===== src/rtl/pipe_ctrl_pkg.sv =====
// Shared encodings for the pipeline controller: stall vectors, memory FSM states,
// stage indices and the stall priority encoder.
package pipe_ctrl_pkg;

    localparam int unsigned STALL_W = 6;

    localparam int unsigned STG_PC  = 0;
    localparam int unsigned STG_IF  = 1;
    localparam int unsigned STG_ID  = 2;
    localparam int unsigned STG_EX  = 3;
    localparam int unsigned STG_MEM = 4;
    localparam int unsigned STG_WB  = 5;

    // A stall source freezes its own stage and everything upstream of it.
    localparam logic [STALL_W-1:0] STALL_NONE = 6'b000000;
    localparam logic [STALL_W-1:0] STALL_ID   = 6'b000111;
    localparam logic [STALL_W-1:0] STALL_EX   = 6'b001111;
    localparam logic [STALL_W-1:0] STALL_MEM  = 6'b011111;

    typedef enum logic [1:0] {
        M_IDLE = 2'd0,
        M_WAIT = 2'd1,
        M_TRAP = 2'd2
    } mem_state_e;

    // Trap releases everything so the flush can propagate; then MEM > EX > ID.
    function automatic logic [STALL_W-1:0] stall_encode(
        input logic trap,
        input logic mem_req,
        input logic ex_req,
        input logic id_req
    );
        logic [STALL_W-1:0] s;
        if (trap) begin
            s = STALL_NONE;
        end else if (mem_req) begin
            s = STALL_MEM;
        end else if (ex_req) begin
            s = STALL_EX;
        end else if (id_req) begin
            s = STALL_ID;
        end else begin
            s = STALL_NONE;
        end
        return s;
    endfunction

endpackage


===== src/rtl/ex_busy_cnt.sv =====
// Multi-cycle EX scheduler: accepts one start per EX occupancy and counts the
// extra cycles the op holds the EX stage.
module ex_busy_cnt
    import pipe_ctrl_pkg::*;
#(
    parameter int unsigned CNT_W = 6
) (
    input  logic             clk,
    input  logic             rst,
    input  logic             start,
    input  logic [CNT_W-1:0] len,
    input  logic             ex_advance,
    input  logic             trap_clr,
    output logic             ex_stall_req_c,
    output logic             ex_busy_c
);

    logic [CNT_W-1:0] cnt_q;
    logic [CNT_W-1:0] cnt_d;
    logic             start_seen_q;
    logic             start_seen_d;
    logic             accept_c;

    // start_seen blocks a held op from re-triggering while EX is frozen downstream.
    always_comb begin
        cnt_d          = cnt_q;
        start_seen_d   = start_seen_q;
        accept_c       = start && (len != '0) && (cnt_q == '0) && !start_seen_q;
        ex_busy_c      = (cnt_q != '0);
        ex_stall_req_c = accept_c || (cnt_q != '0);

        if (cnt_q != '0) begin
            cnt_d = cnt_q - CNT_W'(1);
        end
        if (ex_advance) begin
            start_seen_d = 1'b0;
        end
        if (accept_c) begin
            cnt_d        = len - CNT_W'(1);
            start_seen_d = 1'b1;
        end
        if (trap_clr) begin
            cnt_d        = '0;
            start_seen_d = 1'b0;
        end
    end

    always_ff @(posedge clk or posedge rst) begin
        if (rst) begin
            cnt_q        <= '0;
            start_seen_q <= 1'b0;
        end else begin
            cnt_q        <= cnt_d;
            start_seen_q <= start_seen_d;
        end
    end

endmodule


===== src/rtl/pipe_ctrl.sv =====
// Pipeline controller: arbitrates ID/EX/MEM stall sources into the stage stall
// vector and converts a memory access timeout into a trap flush.
module pipe_ctrl
    import pipe_ctrl_pkg::*;
#(
    parameter int unsigned MEM_TIMEOUT = 16,
    parameter logic [31:0] TRAP_VEC    = 32'h0000_0100,
    parameter int unsigned CNT_W       = 6
) (
    input  logic               clk,
    input  logic               rst,
    input  logic               idStallReq,
    input  logic               exMultiStart,
    input  logic [CNT_W-1:0]   exMultiLen,
    input  logic               memReq,
    input  logic               memAck,
    output logic [STALL_W-1:0] stall,
    output logic               flush,
    output logic [31:0]        newPC,
    output logic               exBusy,
    output logic               memTimeout
);

    localparam int unsigned WAIT_W = $clog2(MEM_TIMEOUT) + 1;

    mem_state_e         state_q;
    mem_state_e         state_d;
    logic [WAIT_W-1:0]  wait_cnt_q;
    logic [WAIT_W-1:0]  wait_cnt_d;
    logic               mem_stall_c;
    logic               trap_c;
    logic               ex_stall_req_c;
    logic               ex_busy_c;
    logic [STALL_W-1:0] stall_c;

    ex_busy_cnt #(
        .CNT_W(CNT_W)
    ) u_ex_busy_cnt (
        .clk           (clk),
        .rst           (rst),
        .start         (exMultiStart),
        .len           (exMultiLen),
        .ex_advance    (!stall_c[STG_EX]),
        .trap_clr      (trap_c),
        .ex_stall_req_c(ex_stall_req_c),
        .ex_busy_c     (ex_busy_c)
    );

    // Memory wait-state tracker; an ack in the final wait cycle beats the timeout.
    always_comb begin
        state_d     = state_q;
        wait_cnt_d  = wait_cnt_q;
        mem_stall_c = 1'b0;
        trap_c      = (state_q == M_TRAP);

        unique case (state_q)
            M_IDLE: begin
                if (memReq && !memAck) begin
                    mem_stall_c = 1'b1;
                    state_d     = M_WAIT;
                    wait_cnt_d  = WAIT_W'(1);
                end else begin
                    wait_cnt_d  = '0;
                end
            end
            M_WAIT: begin
                if (memAck || !memReq) begin
                    state_d    = M_IDLE;
                    wait_cnt_d = '0;
                end else begin
                    mem_stall_c = 1'b1;
                    if (wait_cnt_q == WAIT_W'(MEM_TIMEOUT - 1)) begin
                        state_d    = M_TRAP;
                        wait_cnt_d = '0;
                    end else begin
                        wait_cnt_d = wait_cnt_q + WAIT_W'(1);
                    end
                end
            end
            M_TRAP: begin
                state_d    = M_IDLE;
                wait_cnt_d = '0;
            end
            default: begin
                state_d    = M_IDLE;
                wait_cnt_d = '0;
            end
        endcase
    end

    always_comb begin
        stall_c = stall_encode(trap_c, mem_stall_c, ex_stall_req_c, idStallReq);
    end

    // Every output is held low while reset is asserted, independent of inputs.
    always_comb begin
        stall      = STALL_NONE;
        flush      = 1'b0;
        newPC      = '0;
        exBusy     = 1'b0;
        memTimeout = 1'b0;
        if (!rst) begin
            stall      = stall_c;
            flush      = trap_c;
            memTimeout = trap_c;
            newPC      = trap_c ? TRAP_VEC : 32'h0;
            exBusy     = ex_busy_c;
        end
    end

    always_ff @(posedge clk or posedge rst) begin
        if (rst) begin
            state_q    <= M_IDLE;
            wait_cnt_q <= '0;
        end else begin
            state_q    <= state_d;
            wait_cnt_q <= wait_cnt_d;
        end
    end

endmodule


===== config.mk =====
export PLATFORM = sky130hd
export DESIGN_NAME = pipe_ctrl
export DESIGN_NICKNAME = d
export VERILOG_FILES = /design/src/rtl/pipe_ctrl_pkg.sv /design/src/rtl/ex_busy_cnt.sv /design/src/rtl/pipe_ctrl.sv
export SDC_FILE = /design/constraint.sdc
export NUM_CORES = 1
export LEC_CHECK = 0
export ABC_AREA = 1
export CAP_MARGIN = 15
export CORE_MARGIN = 8
export CORE_UTILIZATION = 41
export CTS_CLUSTER_DIAMETER = 120
export CTS_CLUSTER_SIZE = 28
export DETAILED_ROUTE_END_ITERATION = 8
export GPL_TIMING_DRIVEN = 1
export PLACE_DENSITY = 0.8
export SLEW_MARGIN = 20
export SYNTH_ARGS = -nofsm -noshare
export SYNTH_HDL_FRONTEND = slang
export SYNTH_SLANG_ARGS = --single-unit
export TNS_END_PERCENT = 20

===== constraint.sdc =====
create_clock -name clk -period 2 [get_ports clk]
set_input_delay 0.5 -clock clk [delete_from_list [all_inputs] [get_ports clk]]
set_output_delay 0.5 -clock clk [all_outputs]
set_load 0.02 [all_outputs]

==> flow_summary.json, run 1 <==
{
  "io_buffer_count": 20,
  "clock_latency_ps": 270,
  "finalHoldViolCount": 0,
  "p_clk_share_pct": 12.2,
  "syn-cell-area_sq_um": 1120,
  "cts_max_path_buffers": 2,
  "utilization_pct": 52.2,
  "ant_nets": 0,
  "path_clk_slew_ps": 70,
  "dp_hpwl_mm": 1.84,
  "overflow": 0,
  "dr_total_vias": 923,
  "rows": 19,
  "syn_area_per_cell_sq_um": 7.26,
  "ys_warn_count": 0,
  "p_leak_uw": 0.000832,
  "fillers": 267,
  "cts_buffers": 3,
  "crit_path_max_fanout": 3,
  "antenna_found_initial": 0,
  "finalCriticalPeriod_ps": 1980,
  "ys_seq_area_share_pct": 31.1,
  "areaGrowthSynthToFinish_pct": 24.6,
  "powerDensity_nw_per_um2": 862,
  "drt-total-wl_mm": 2.19,
  "top_level_ports": 53,
  "grt_pass1_wl_mm": 3.19,
  "endpoint_kind": "output port",
  "pwr-share-seq_pct": 32.8,
  "initial_core_util_pct": 41.9,
  "cts.sinks": 14,
  "first_global_vias": 850,
  "worstSetupPathType": "register to output port",
  "place_area_sq_um": 1340,
  "rsz0062_at_grt": "yes",
  "die_h_um": 68.4,
  "tns_ps": 0,
  "drc_errors": 0,
  "drive_gt1_share_pct": 29.5,
  "yosysUniqueCellTypes": 21,
  "ir_worst_vdd_mv": 0.459,
  "htree_levels": 1,
  "drt-initial-drc-count": 12,
  "hold_buffers": 0,
  "slew_viol_final": 0,
  "die_w_um": 68.4,
  "viasPerCell": 4.18,
  "crit_path_start_kind": "register",
  "worstPathArrival_ps": 1480,
  "ys_ff_latch": 14,
  "fp.dieArea_sq_um": 4680,
  "status": "finished clean",
  "stdcell_area_sq_um": 1400,
  "cp.required_ps": 1500,
  "wl_per_cell_um": 9.90,
  "synth_cells": 155,
  "finalCritPeriodShare_pct": 98.9,
  "fmax_mhz": 506,
  "globalplace.congestion": 0.799,
  "maxCapViolCount": 0,
  "grt_use_total_pct": 8.66,
  "setup_viol": 0,
  "antennaDiodeCount": 0,
  "finalClockSkew_ps": 2.48,
  "swShare_pct": 41.2,
  "power_frac_comb_pct": 55.0,
  "cts_tree": "yes",
  "hp-class": "register to register",
  "coreArea_sq_um": 2690,
  "power_switching_uw": 498,
  "grt_start_max_net_pins": 15,
  "final_nets": 205,
  "firstDrtPassIters": 3,
  "p_int_uw": 709,
  "clock-root-buffer": "clkbuf_4"
}
## through the flow
| step | worst slack (ps) | total power (uW) | hold slack, ps | cells |
|---|---|---|---|---|
| after floorplan | 34.3 | 880 | 414 | 186 |
| after global placement | -650 | 1030 | 494 | 218 |
| after detailed placement | -664 | 1050 | 494 | 218 |
| after CTS | -223 | 1190 | 505 | 221 |
| after global routing | -80.2 | 1310 | 536 | 221 |
| final | 23.0 | 1210 | 503 | 221 |
## sequential cells by signal, summed over array words and instances (netlist names)
register                    cells
state_q                         2
u_ex_busy_cnt.start_seen_q      1
wait_cnt_q                      5
u_ex_busy_cnt.cnt_q             6
## final timing paths
path | start | to | slack, ps | cells past startpoint
max | u_ex_busy_cnt.cnt_q[3] | stall[2] | 20 | 9
min | wait_cnt_q[0] | wait_cnt_q[0] | 500 | 1
max reg2reg | u_ex_busy_cnt.cnt_q[3] | u_ex_busy_cnt.cnt_q[5] | 450 | 11
min reg2reg | wait_cnt_q[0] | wait_cnt_q[0] | 500 | 1
max in group asynchronous | rst | u_ex_busy_cnt.cnt_q[1] | 1140 | 3
min in group asynchronous | rst | state_q[0] | 700 | 3
## metal layers
metal	track usage, %	vias to the layer above	share of wire, %
li1	-	474	-
met1	8.74	415	37
met2	17.0	32	53
met3	1.15	2	9.2
met4	3.84	0	1.1
met5	0	-	0
## cell usage in the layout (no fill, tap or decap), types with 2 or more instances in the layout
master	n
o21ai_0	2
nand3_1	7
conb_1	32
nor2_1	20
nand2_1	17
a21oi_1	4
clkbuf_4	3
inv_2	5
buf_4	18
clkdlybuf4s50_1	2
nor2_4	4
nand3_2	3
nor2_2	3
nand2_2	10
dlymetal6s2s_1	9
nand4_1	2
dfrtp_1	14
a21oi_2	2
buf_6	5
inv_1	20
clkbuf_2	3
## cell usage after synthesis
| master | instances | area [sq um] |
|---|---|---|
| inv_2 | 3 | 11.3 |
| nand2_2 | 7 | 43.8 |
| a21o_1 | 1 | 7.51 |
| a21oi_2 | 2 | 17.5 |
| nor2_4 | 2 | 22.5 |
| o21ai_0 | 2 | 10.0 |
| buf_4 | 36 | 270 |
| ha_1 | 1 | 12.5 |
| o41ai_1 | 1 | 8.76 |
| a21oi_1 | 4 | 20.0 |
| nand2_1 | 20 | 75.1 |
| nor2_2 | 2 | 12.5 |
| nand3_2 | 2 | 20.0 |
| conb_1 | 1 | 3.75 |
| xnor2_1 | 1 | 8.76 |
| inv_1 | 22 | 82.6 |
| nand4_1 | 2 | 12.5 |
| nand3_1 | 8 | 40.0 |
| xor2_1 | 1 | 8.76 |
| dfrtp_1 | 14 | 350 |
| nor2_1 | 23 | 86.3 |
## cells by family after synthesis
family	count (synthesis)	share of synthesized area, %
AOI/OAI and AO/OA	10	5.67
xor gates and xnor gates	2	1.56
adders and majority gates	1	1.11
buffers and inverters	61	32.4
DFF	14	31.1
other	1	0.333
and+or+nand+nor	66	27.8
## critical path, cell delays in order, from the launching register on
cell,delay [ps]
dfrtp_1,380
nor2_1,120
nand2_1,100
nor2_4,100
inv_2,50
nor2_4,80
nand2_2,60
nand3_2,80
nand2_2,90
buf_6,140
## power by group through the flow
stage	Sequential, uW	Clock (uW)	Combinational [uW]
2_1_floorplan	390	0	490
3_3_place_gp	397	0	637
3_5_place_dp	397	0	650
4_1_cts	393	155	647
5_1_grt	404	162	746
6_report	396	147	664
## layout make-up
cell class	count	area, sq um	share of cell area, %
clock buffer	3	22.5	1.61
inverter	25	93.8	6.70
multi-input combinational	111	557	39.7
sequential	14	350	25.0
tap	31	38.8	2.77
timing repair buffer	37	339	24.2
## what timing repair did
action / in CTS / in global routing
endpoints found under the setup margin: 9 / 9
setup buffers: 0 / 0
pin swaps: 2 / 11
resized for setup: 31 / 32
Power figures use the tool's default switching activity.
==> run 2: changes to the inputs <==
- CORE_UTILIZATION: 41 -> 39
- PLACE_DENSITY: 0.8 -> 0.77
==> run 2 against run 1 <==
The run now ends with negative setup slack left; die area rose by 3.9%; core utilization up 1.8 points; first-iteration DRC count increased by 58%; sequential power about the same; global-route usage rose by 1.3 points; maximum frequency down 4.0%; combinational power grew 13%; clock power up 39%; largest cell class unchanged; highest routed layer unchanged.
==> flow_summary.json, run 2 (synthesis gave the netlist of run 1 again) <==
{
  "worstRegToRegCells": 11,
  "finalCriticalPeriod_ps": 2060,
  "clock-root-buffer": "clkbuf_4",
  "hp-class": "register to register",
  "crit_path_start_kind": "input port",
  "die_h_um": 69.7,
  "cts_max_path_buffers": 2,
  "reg2reg_slack_ps": 380,
  "htree_levels": 1,
  "setup_viol": 4,
  "globalplace.congestion": 0.834,
  "ant_nets": 0,
  "overflow": 0,
  "fmax_mhz": 486,
  "cts_tree": "yes",
  "dp_hpwl_mm": 2.00,
  "maxCapViolCount": 0,
  "dr_total_vias": 947,
  "pwr-share-seq_pct": 29.5,
  "ir_worst_vdd_mv": 0.653,
  "final_cell_mix": "32 x conb_1, 26 x buf_4, 21 x inv_1",
  "cts.sinks": 14,
  "hold_depth": 1,
  "worstSetupPathType": "input port to output port",
  "top_register": "u_ex_busy_cnt.cnt_q",
  "met2_usage_pct": 17.1,
  "top_level_ports": 53,
  "r2r-start": "u_ex_busy_cnt.cnt_q[5]",
  "final_nets": 214,
  "fp.dieArea_sq_um": 4860,
  "antennaDiodeCount": 0,
  "power_switching_uw": 543,
  "worstPathArrival_ps": 1560,
  "met3_usage_pct": 3.15,
  "setup_slack_ps": -59.6,
  "drive_gt1_share_pct": 34.0,
  "clock_latency_ps": 280,
  "first_global_vias": 994,
  "cp.required_ps": 1500,
  "finalClockSkew_ps": 1.40,
  "rsz0062_at_grt": "yes",
  "drc_errors": 0,
  "antenna_found_initial": 0,
  "path_clk_slew_ps": 80,
  "die_w_um": 69.7,
  "powerDensity_nw_per_um2": 908,
  "largest_reg_flops": 6,
  "grt_pass1_wl_mm": 4.06,
  "drt-total-wl_mm": 2.45,
  "placed_cells": 221,
  "firstDrtPassIters": 4,
  "swShare_pct": 40.2,
  "grt_start_max_net_pins": 15,
  "r2r_end": "u_ex_busy_cnt.cnt_q[5]",
  "areaGrowthSynthToFinish_pct": 32.3,
  "final_common_cell": "conb_1",
  "coreArea_sq_um": 2760,
  "total_power_uw": 1350,
  "failed_checks": "negative setup slack",
  "power_frac_comb_pct": 55.3,
  "p_int_uw": 807,
  "fillers": 260,
  "io_buffer_count": 20,
  "endpoint_kind": "output port",
  "grt_use_total_pct": 9.95,
  "crit_start": "exMultiLen[4]",
  "cts_buffers": 3,
  "status": "finished, violations left",
  "p_clk_share_pct": 15.1,
  "initial_core_util_pct": 40.8,
  "rows": 19,
  "hold_buffers": 0,
  "hold_end": "wait_cnt_q[0]",
  "busiest_layer": "met2",
  "p_leak_uw": 0.000865,
  "finalHoldViolCount": 0,
  "drt-initial-drc-count": 19,
  "slew_viol_final": 0,
  "wl_per_cell_um": 10.6,
  "top_regs": "u_ex_busy_cnt.cnt_q (6), wait_cnt_q (5), state_q (2)",
  "finalCritPeriodShare_pct": 103,
  "final_cell_count_no_fill": 231,
  "crit_path_max_fanout": 3,
  "min_from": "wait_cnt_q[0]",
  "grt_util_met1_pct": 10.0,
  "utilization_pct": 53.9,
  "viasPerCell": 4.10
}
==> run 2: cell types whose count changed in the layout (fill, tap and decap cells not counted), sizes merged <==
cell and change:
clkdlybuf4s50 +1, clkbuf +1, buf +9, dlymetal6s2s -2, dlygate4sd2 +1
==> run 2: through the flow <==
stage	area [sq um]	hold WS [ps]	worst slack [ps]	TNS (ps)
floorplan	1240	414	34.3	0
detailed placement	1360	496	-797	-5200
global route	1490	537	-130	-542
finish	1490	506	-59.6	-224
CTS	1390	507	-236	-975
global placement	1360	500	-743	-4820
==> run 2: area by class of cell <==
cell class / instances / area, sq um / area share (%)
Multi-Input combinational cell: 111 / 577 / 38.8
Timing Repair Buffer: 46 / 392 / 26.3
Sequential cell: 14 / 350 / 23.5
Inverter: 25 / 93.8 / 6.31
Tap cell: 31 / 38.8 / 2.61
Clock buffer: 4 / 36.3 / 2.44
==> run 2: repair_timing <==
item | CTS | global route
gates resized for setup | 35 | 28
setup endpoints to repair | 9 | 9
gates cloned | 0 | 0
endpoints found under the hold margin | 0 | 0
buffers inserted | 1 | 5
pin swaps | 3 | 9
==> run 2: critical path, cell delays in order <==
cell           delay [ps]
dlygate4sd2_1         250
nor2_2                120
nand3_2               100
nand2_2               100
inv_2                  50
nor2_4                 90
nand2_2                80
nand3_4                70
nand2_4                70
buf_6                 130
==> run 2: worst max path at each step <==
stage | end | slack [ps] | depth (start not counted)
2_1_floorplan | stall[1] | 30 | 9
3_3_place_gp | stall[0] | -740 | 10
3_5_place_dp | stall[1] | -800 | 10
4_1_cts | stall[1] | -240 | 10
5_1_grt | stall[1] | -130 | 9
6_report | stall[1] | -60 | 10
==> run 2: power groups by stage <==
stage	sequential [uW]	combinational, uW	clock [uW]
floorplan	390	490	0
global placement	397	666	0
detailed placement	402	683	0
CTS	396	680	208
global route	403	834	228
finish	399	747	204
==> run 2: metal layers <==
metal,vias up,part of all wire [%]
met2,39,49
met1,411,40
met4,0,2.7
met5,-,0
met3,5,8.0
li1,492,-
==> run 3: changes to the inputs <==
- CORE_UTILIZATION: 39 -> 41
- PLACE_DENSITY: 0.77 -> 0.79
- SYNTH_HIERARCHICAL: default -> 1
==> run 3 against run 2 <==
The flow still finishes with violations (negative setup slack); clock skew up 6.4 ps; critical path depth down 2; combinational power down 8.6%; sequential share of layout area up 1.1 points; critical path type unchanged; highest routed layer unchanged.
==> flow_summary.json, run 3 <==
{
  "status": "finished, violations left",
  "failed_checks": "negative setup slack",
  "cts_tree": "yes",
  "hold_buffers": 0,
  "top_regs": "u_ex_busy_cnt/cnt_q (6), wait_cnt_q (5), state_q (2)",
  "utilization_pct": 51.9,
  "drt-initial-drc-count": 28,
  "viasPerCell": 4.28,
  "worstPathArrival_ps": 1540,
  "largest_reg_flops": 6,
  "synth_compound_area_share_pct": 3.34,
  "cp_common_cell": "nand2_4",
  "wl_per_cell_um": 10.7,
  "finalCriticalPeriod_ps": 2040,
  "placed_cells": 212,
  "ant_nets": 0,
  "die_h_um": 69.2,
  "firstDrtPassIters": 6,
  "syn-cell-area_sq_um": 1160,
  "final_cell_mix": "32 x conb_1, 18 x buf_4, 17 x inv_1",
  "netlist.area_leader.share_pct": 30.1,
  "ys_top_cells_by_area": "dfrtp_1 30%, buf_4 23%, inv_1 6.1%, nand2_1 5.8%, nor2_1 4.5%",
  "fp.dieArea_sq_um": 4790,
  "synthMuxAreaShare_pct": 0,
  "first_global_vias": 894,
  "synth-adder-area-share_pct": 1.08,
  "rows": 19,
  "crit_path_start_kind": "input port",
  "final_common_cell": "conb_1",
  "crit_family": "buffers and inverters",
  "io_buffer_count": 20,
  "crit_path_cell_trace": "clkdlybuf4s50_1, inv_1, nor2_4, nand2_2, nand2_4, nand3_4, nand2_4, buf_6",
  "cp_slowest_cell": "clkdlybuf4s50_1",
  "fmax_mhz": 490,
  "cts_buffers": 3,
  "final_nets": 201,
  "finalClockSkew_ps": 7.79,
  "yosysTopAreaCell": "dfrtp_1",
  "coreArea_sq_um": 2730,
  "dp_hpwl_mm": 1.90,
  "top_level_ports": 53,
  "clock_latency_ps": 270,
  "syn_area_per_cell_sq_um": 7.70,
  "setup_viol": 4,
  "synth-edff-count": 0,
  "cp_num_buf_inv": 3,
  "cts_max_path_buffers": 2,
  "htree_levels": 1,
  "crit_path_max_fanout": 3,
  "hp-class": "register to register",
  "ys_seq_area_share_pct": 30.1,
  "slew_viol_final": 0,
  "critPathMaxStageDelay_ps": 450,
  "synthArstFlopShare_pct": 100,
  "ys_dominant_reg_cell": "dfrtp_1",
  "initial_core_util_pct": 42.5,
  "globalplace.congestion": 0.743,
  "path_clk_slew_ps": 70,
  "ys_ff_latch": 14,
  "grt_start_max_net_pins": 9,
  "worstSetupPathType": "input port to output port",
  "yosysUniqueCellTypes": 21,
  "setup_slack_ps": -40.4,
  "cts.sinks": 14,
  "antenna_found_initial": 0,
  "dr_total_vias": 933,
  "antennaDiodeCount": 0,
  "yosys.area_share.simple_pct": 32.6,
  "tns_ps": -143,
  "finalCritPeriodShare_pct": 102,
  "synth_top_family_by_area": "simple AND/OR/NAND/NOR gates",
  "total_power_uw": 1280,
  "top_register": "u_ex_busy_cnt/cnt_q",
  "grt_pass1_wl_mm": 3.91,
  "powerDensity_nw_per_um2": 903,
  "rsz0062_at_grt": "yes",
  "p_leak_uw": 0.000780,
  "yosys.area_share.xor_xnor_pct": 1.51,
  "drive_gt1_share_pct": 33.7,
  "final_cell_count_no_fill": 218,
  "areaGrowthSynthToFinish_pct": 22.1,
  "grt_use_total_pct": 9.37,
  "maxCapViolCount": 0,
  "overflow": 0,
  "drc_errors": 0,
  "ir_worst_vdd_mv": 0.503,
  "cp.required_ps": 1500,
  "endpoint_kind": "output port",
  "finalHoldViolCount": 0,
  "synth_cells": 151,
  "ys_warn_count": 6,
  "yosys.cell_count.top_type": "buf_4",
  "drt-total-wl_mm": 2.32,
  "die_w_um": 69.2,
  "clock-root-buffer": "clkbuf_4",
  "synth_commonest_cells": "36 x buf_4, 19 x inv_1, 18 x nand2_1"
}
[run 3: per-stage QoR]
step	setup slack (ps)	cell area, sq um	hold WS, ps
3_3_place_gp	-671	1360	502
2_1_floorplan	64.9	1280	303
5_1_grt	-181	1420	540
4_1_cts	-87.5	1390	525
3_5_place_dp	-692	1360	512
6_report	-40.4	1420	525
[run 3: per-layer routing]
metal | vias to the layer above | global-route usage [%] | part of all wire (%)
met5 | - | 0 | 0
met4 | 0 | 4.10 | 1.2
met3 | 2 | 3.43 | 6.3
met2 | 35 | 14.7 | 47
met1 | 434 | 11.2 | 45
li1 | 462 | - | -
[run 3: what timing repair did]
item | CTS | global route
endpoints found under the setup margin | 9 | 9
gates cloned | 0 | 0
gates resized for setup | 55 | 7
pin swaps | 12 | 6
buffers inserted | 1 | 1
[run 3: area by class of cell]
cell class              count  area [sq um]
clock buffers               4          36.3
fillers                   268          1320
inverters                  24          90.1
multi-input cells         108           596
flip-flops and latches     14           350
well taps                  31          38.8
repair buffers             37           308
[run 3: path summary, 6_finish.rpt]
path,slack (ps),start,cells past startpoint,to
hold / removal,520,wait_cnt_q[4],2,wait_cnt_q[4]
setup / recovery,-40,memReq,8,stall[2]
setup reg to reg,210,u_ex_busy_cnt/cnt_q[3],15,u_ex_busy_cnt/cnt_q[5]
min in group asynchronous,670,rst,3,u_ex_busy_cnt/start_seen_q
max in group asynchronous,1130,rst,3,u_ex_busy_cnt/cnt_q[5]
hold reg to reg,520,wait_cnt_q[4],2,wait_cnt_q[4]
[run 3: power breakdown]
group          internal, uW  switching, uW
sequential              360           44.8
clock                   110           83.8
combinational           266            417
total                   736            546
[run 3: cells by family after synthesis]
| logic type | Yosys count |
|---|---|
| flip-flops | 14 |
| adder cells (fa/ha/maj) | 1 |
| XOR/XNOR | 2 |
| AND/OR/NAND/NOR | 66 |
| AO/OA/AOI/OAI | 7 |
| buffers and inverters | 60 |
| other | 1 |
[run 3: tightest hold or removal path, stage by stage, from the launching register on]
cell     delay (ps)
dfrtp_1         390
nand2_1          70
nor2_1           40
